File: src/rtl/memory_copy_engine.sv
// rtl/memory_copy_engine.sv - block copy/fill initiator on one port of the dual-port memory
// Outputs are registered for the state being entered, so each access is on the bus for the whole cycle.
module memory_copy_engine #(
    parameter int ADDR_WIDTH = 16,
    parameter int DATA_WIDTH = 16
) (
    input  logic                  clock,
    input  logic                  reset_n,
    input  logic                  start,
    input  logic                  fill_mode,
    input  logic [ADDR_WIDTH-1:0] src_addr,
    input  logic [ADDR_WIDTH-1:0] dst_addr,
    input  logic [ADDR_WIDTH-1:0] length,
    input  logic [DATA_WIDTH-1:0] fill_value,
    input  logic                  abort,
    output logic                  busy,
    output logic                  done,
    output logic [ADDR_WIDTH-1:0] mem_address,
    output logic [DATA_WIDTH-1:0] mem_write_data,
    output logic                  mem_write_enable,
    input  logic [DATA_WIDTH-1:0] mem_read_data
);

    typedef enum logic [2:0] {
        S_IDLE,
        S_READ,
        S_WRITE,
        S_FILL,
        S_DONE
    } state_t;

    state_t                state_q, state_d;
    logic [ADDR_WIDTH-1:0] src_q, src_d;
    logic [ADDR_WIDTH-1:0] dst_q, dst_d;
    logic [ADDR_WIDTH-1:0] count_q, count_d;
    logic [DATA_WIDTH-1:0] data_q, data_d;
    logic [ADDR_WIDTH-1:0] addr_q, addr_d;
    logic                  we_q, we_d;
    logic                  busy_q, busy_d;
    logic                  done_q, done_d;

    always_comb begin
        state_d = state_q;
        src_d   = src_q;
        dst_d   = dst_q;
        count_d = count_q;
        data_d  = '0;
        addr_d  = '0;
        we_d    = 1'b0;
        busy_d  = 1'b0;
        done_d  = 1'b0;

        case (state_q)
            // DONE returns to IDLE on the same edge a new request can be taken.
            S_IDLE, S_DONE: begin
                state_d = S_IDLE;
                if (start) begin
                    src_d   = src_addr;
                    dst_d   = dst_addr;
                    count_d = length;
                    if (length == '0) begin
                        state_d = S_DONE;
                        done_d  = 1'b1;
                    end else if (fill_mode) begin
                        state_d = S_FILL;
                        busy_d  = 1'b1;
                        addr_d  = dst_addr;
                        data_d  = fill_value;
                        we_d    = 1'b1;
                    end else begin
                        state_d = S_READ;
                        busy_d  = 1'b1;
                        addr_d  = src_addr;
                    end
                end
            end
            S_READ: begin
                state_d = S_WRITE;
                busy_d  = 1'b1;
                addr_d  = dst_q;
                data_d  = mem_read_data;
                we_d    = 1'b1;
            end
            S_WRITE: begin
                src_d   = src_q + ADDR_WIDTH'(1);
                dst_d   = dst_q + ADDR_WIDTH'(1);
                count_d = count_q - ADDR_WIDTH'(1);
                if (count_q > ADDR_WIDTH'(1)) begin
                    state_d = S_READ;
                    busy_d  = 1'b1;
                    addr_d  = src_q + ADDR_WIDTH'(1);
                end else begin
                    state_d = S_DONE;
                    done_d  = 1'b1;
                end
            end
            // data_q carries the fill pattern for the whole fill run.
            S_FILL: begin
                dst_d   = dst_q + ADDR_WIDTH'(1);
                count_d = count_q - ADDR_WIDTH'(1);
                if (count_q > ADDR_WIDTH'(1)) begin
                    busy_d = 1'b1;
                    addr_d = dst_q + ADDR_WIDTH'(1);
                    data_d = data_q;
                    we_d   = 1'b1;
                end else begin
                    state_d = S_DONE;
                    done_d  = 1'b1;
                end
            end
            default: state_d = S_IDLE;
        endcase

        if (abort) begin
            state_d = S_IDLE;
            src_d   = src_q;
            dst_d   = dst_q;
            count_d = count_q;
            data_d  = '0;
            addr_d  = '0;
            we_d    = 1'b0;
            busy_d  = 1'b0;
            done_d  = 1'b0;
        end
    end

    always_ff @(posedge clock or negedge reset_n) begin
        if (!reset_n) begin
            state_q <= S_IDLE;
            src_q   <= '0;
            dst_q   <= '0;
            count_q <= '0;
            data_q  <= '0;
            addr_q  <= '0;
            we_q    <= 1'b0;
            busy_q  <= 1'b0;
            done_q  <= 1'b0;
        end else begin
            state_q <= state_d;
            src_q   <= src_d;
            dst_q   <= dst_d;
            count_q <= count_d;
            data_q  <= data_d;
            addr_q  <= addr_d;
            we_q    <= we_d;
            busy_q  <= busy_d;
            done_q  <= done_d;
        end
    end

    assign busy             = busy_q;
    assign done             = done_q;
    assign mem_address      = addr_q;
    assign mem_write_data   = data_q;
    assign mem_write_enable = we_q;

endmodule

File: config.mk
export PLATFORM = sky130hd
export DESIGN_NAME = memory_copy_engine
export DESIGN_NICKNAME = d
export VERILOG_FILES = /design/src/rtl/memory_copy_engine.sv
export SDC_FILE = /design/constraint.sdc
export NUM_CORES = 1
export LEC_CHECK = 0
export CORE_ASPECT_RATIO = 0.5
export CORE_MARGIN = 2
export CORE_UTILIZATION = 55
export CTS_BUF_LIST = sky130_fd_sc_hd__clkbuf_4 sky130_fd_sc_hd__clkbuf_8 sky130_fd_sc_hd__clkbuf_16
export DETAILED_ROUTE_END_ITERATION = 6
export PLACE_DENSITY = 0.84
export SLEW_MARGIN = 30
export SYNTH_ARGS = -nofsm -noshare
export SYNTH_HDL_FRONTEND = slang
export SYNTH_SLANG_ARGS = --single-unit
File: constraint.sdc
create_clock -name clock -period 4.74 [get_ports clock]
set_input_delay 0.948 -clock clock [delete_from_list [all_inputs] [get_ports clock]]
set_output_delay 0.948 -clock clock [all_outputs]
set_load 0.005 [all_outputs]
==> results.py <==
metrics = {
    "setup_path": {
        "timing.critical_path.fanout_max": 17,
        "critPathSlowestCell": "sky130_fd_sc_hd__nand2_1",
        "critical_path.cell_chain": "clkdlybuf4s50_1, nor4_1, nand4_1, nand2_1, o22ai_1, a221oi_2, nor2_1",
        "setup.worst_path.class": "in2reg",
        "critical_path.startpoint_type": "input pin",
        "timing.critical_path.to_type": "register",
        "timing.critical_path.arrival_ns": 3.30,
        "worst_ep_required_time_ns": 4.94,
        "crit_path_max_cell_delay_ns": 0.62,
    },
    "timing": {
        "final_period_minus_worst_setup_slack_ns": 3.10,
        "max_freq_mhz": 323,
        "worst_hold_slack_ns": 0.481,
        "report.final.hold_viol_count": 0,
        "fin_tns_setup_ns": 0,
        "finalClockSkew_ns": 0.00585,
        "slew_headroom_pct": 41.8,
        "tcrit_tclk_final_pct": 65.4,
        "maxSlewViolCount": 0,
        "finalSetupViolCount": 0,
        "unrepaired_setup_endpoints_after_global_routing": "false",
        "worst-slew-pin-transition_ns": 0.872,
    },
    "clock_tree": {
        "clock_latency_ns": 0.35,
        "clock_tree.root_cell": "sky130_fd_sc_hd__clkbuf_16",
        "ctsHoldBuffers": 0,
        "cts-htree-levels": 3,
        "cts_setup_buffers": 0,
        "clock_sink_total": 86,
        "cts-resized-gates": 0,
        "cts_buffers": 9,
        "clkSlewWorstSetupHoldPaths_ns": 0.07,
        "max-clock-path-buffers": 2,
        "tritoncts": "yes",
    },
    "yosys": {
        "ys_warn_count": 0,
        "ys_ff_latch": 86,
        "edff_count_synth": 0,
        "synth_seq_area_share_pct": 40.6,
        "ys_async_sr_fraction_pct": 100,
        "yosys_most_used_dff": "sky130_fd_sc_hd__dfrtp_1",
        "synth_nets": 728,
        "mappedNetlistArea_mm2": 0.00530,
        "number_of_distinct_library_cell_variants_in_the_gate_level_netlist_after_synthesis": 54,
        "netlist_top_cells_area": "sky130_fd_sc_hd__dfrtp_1 41%, sky130_fd_sc_hd__a21oi_1 6.8%, sky130_fd_sc_hd__o21ai_0 5.7%",
        "yosys.area.top_type_share_pct": 40.6,
        "synthesized_netlist_cell_count": 639,
        "post_synth.cell_area_avg_um2": 8.29,
        "synth_area_leader_cell": "sky130_fd_sc_hd__dfrtp_1",
    },
    "route": {
        "initialDrtViolationCount": 577,
        "drc": 0,
        "firstDrtPassIters": 5,
        "viasPerCell": 6.16,
        "antenna_violating_nets_post_route": 0,
        "avgRoutedWirePerCell_um": 17.9,
        "vias": 5341,
        "route.final.wire_length_um": 15500,
    },
    "flow_run": {
        "drv.max_cap_violation_count": 0,
    },
    "min_path": {
        "timing.hold.worst.class": "reg2reg",
    },
    "die": {
        "top_level_ports": 120,
        "die_width_um": 143,
        "core.rowCount": 25,
        "core-area_mm2": 0.00942,
        "start_util_pct": 56.3,
        "fp.dieArea_mm2": 0.0105,
        "fp.dieH_um": 73.4,
    },
    "final_layout": {
        "n_antenna_cell": 0,
        "fin_nets": 816,
        "final_common_cell": "sky130_fd_sc_hd__clkdlybuf4s50_1",
        "area_delta_synth_final_pct": 29.0,
        "post_route_cells_drive_above_1_share_pct": 6.56,
        "most-common-layout-cells": "118 x sky130_fd_sc_hd__clkdlybuf4s50_1, 86 x sky130_fd_sc_hd__dfrtp_1, 77 x sky130_fd_sc_hd__nand2_1",
    },
    "global_route": {
        "grt_util_all_layers_pct": 30.1,
        "global_route_wire_length_before_repair_um": 24400,
        "grt_max_degree": 63,
        "first_global_vias": 4885,
        "grt_antenna_before_repair": 0,
        "globalRoute.totalOverflow": 0,
    },
    "pwr": {
        "power-per-cell-area_mw_per_mm2": 374,
        "leakagePower_uw": 0.00269,
        "total_power_uw": 2560,
        "max-vdd-ir-drop_mv": 0.250,
    },
    "placement": {
        "gpl.final_weighted_congestion": 0.899,
        "place_hpwl_um": 10800,
        "io_buffer_count": 119,
    },
    "run_status": {
        "outcome": "finished clean",
    },
}
final cells by class:
type,count,area (um2)
well taps,135,169
clock inverters,7,106
inverters,8,30.0
fillers,701,2580
multi-input cells,495,2900
clock buffers,9,225
repair buffers,127,1250
flip-flops and latches,86,2150
per-layer routing:
layer / share of wire (%) / wire [um] / vias up / GRT usage [%]
met2: 45 / 6990 / 281 / 47.3
li1: - / - / 2493 / -
met5: 0 / 0 / - / 0
met1: 43 / 6640 / 2531 / 41.2
met4: 2.0 / 316 / 0 / 8.91
met3: 10 / 1580 / 36 / 8.28
per-stage QoR:
step	setup slack (ns)	area, um2	std cells	utilization [%]
finish	1.64	6840	867	72.6
CTS	1.74	6840	867	72.6
global route	1.42	6840	867	72.6
detailed placement	1.41	6500	851	69.1
global placement	1.38	6500	851	69.1
floorplan	2.43	5300	639	-
synth_stat cells (all sizes together), types with 10 or more instances:
cell type,number
nand3,30
nor4,10
nor3,12
nor2,77
a22oi,23
a31oi,11
o22ai,15
o21ai,61
a21oi,72
mux2i,16
buf,22
dfrtp,86
xnor2,14
nand2,77
clkbuf,28
worst max-delay path: cells and delay by family:
family	cells	cell delay, ns
buffers and inverters	1	0.42
AND/OR/NAND/NOR	4	1.45
AO/OA/AOI/OAI	2	0.47
state kept, by name, summed over array words and instances, names as in the netlist:
name              flops
busy                  1
count_q              16
done                  1
dst_q                16
mem_address          16
mem_write_data       16
mem_write_enable      1
src_q                16
state_q               3
report_power, final:
group / switching, uW / internal [uW]
Sequential: 192 / 874
Clock: 320 / 470
Combinational: 377 / 324
cells by family (layout without fill, tap and decap cells):
| group | Yosys count | in the layout | synth area share, % |
|---|---|---|---|
| buf+inv | 58 | 151 | 4.75 |
| flops | 86 | 86 | 40.6 |
| compound gates | 219 | 219 | 25.9 |
| fa+ha+maj | 4 | 4 | 0.945 |
| xor+xnor | 21 | 21 | 3.47 |
| simple gates | 235 | 235 | 21.3 |
| mux | 16 | 16 | 3.02 |
path summary, 6_finish.rpt:
| check | startpoint | end | slack (ns) | cells past startpoint |
|---|---|---|---|---|
| worst max-delay path | length[11] | mem_address[15]$_DFF_PN0_ | 1.64 | 7 |
| worst min-delay path | mem_write_data[8]$_DFFE_PN0P_ | mem_write_data[8]$_DFFE_PN0P_ | 0.48 | 2 |
| worst max register to register | state_q[1]$_DFFE_PN0P_ | mem_address[9]$_DFF_PN0_ | 1.73 | 5 |
| worst min register to register | mem_write_data[8]$_DFFE_PN0P_ | mem_write_data[8]$_DFFE_PN0P_ | 0.48 | 2 |
| max in group asynchronous | reset_n | dst_q[12]$_DFFE_PN0P_ | 3.18 | 2 |
| min in group asynchronous | reset_n | mem_address[0]$_DFF_PN0_ | 0.68 | 1 |
Note: power is estimated with default switching activity, not from simulation.
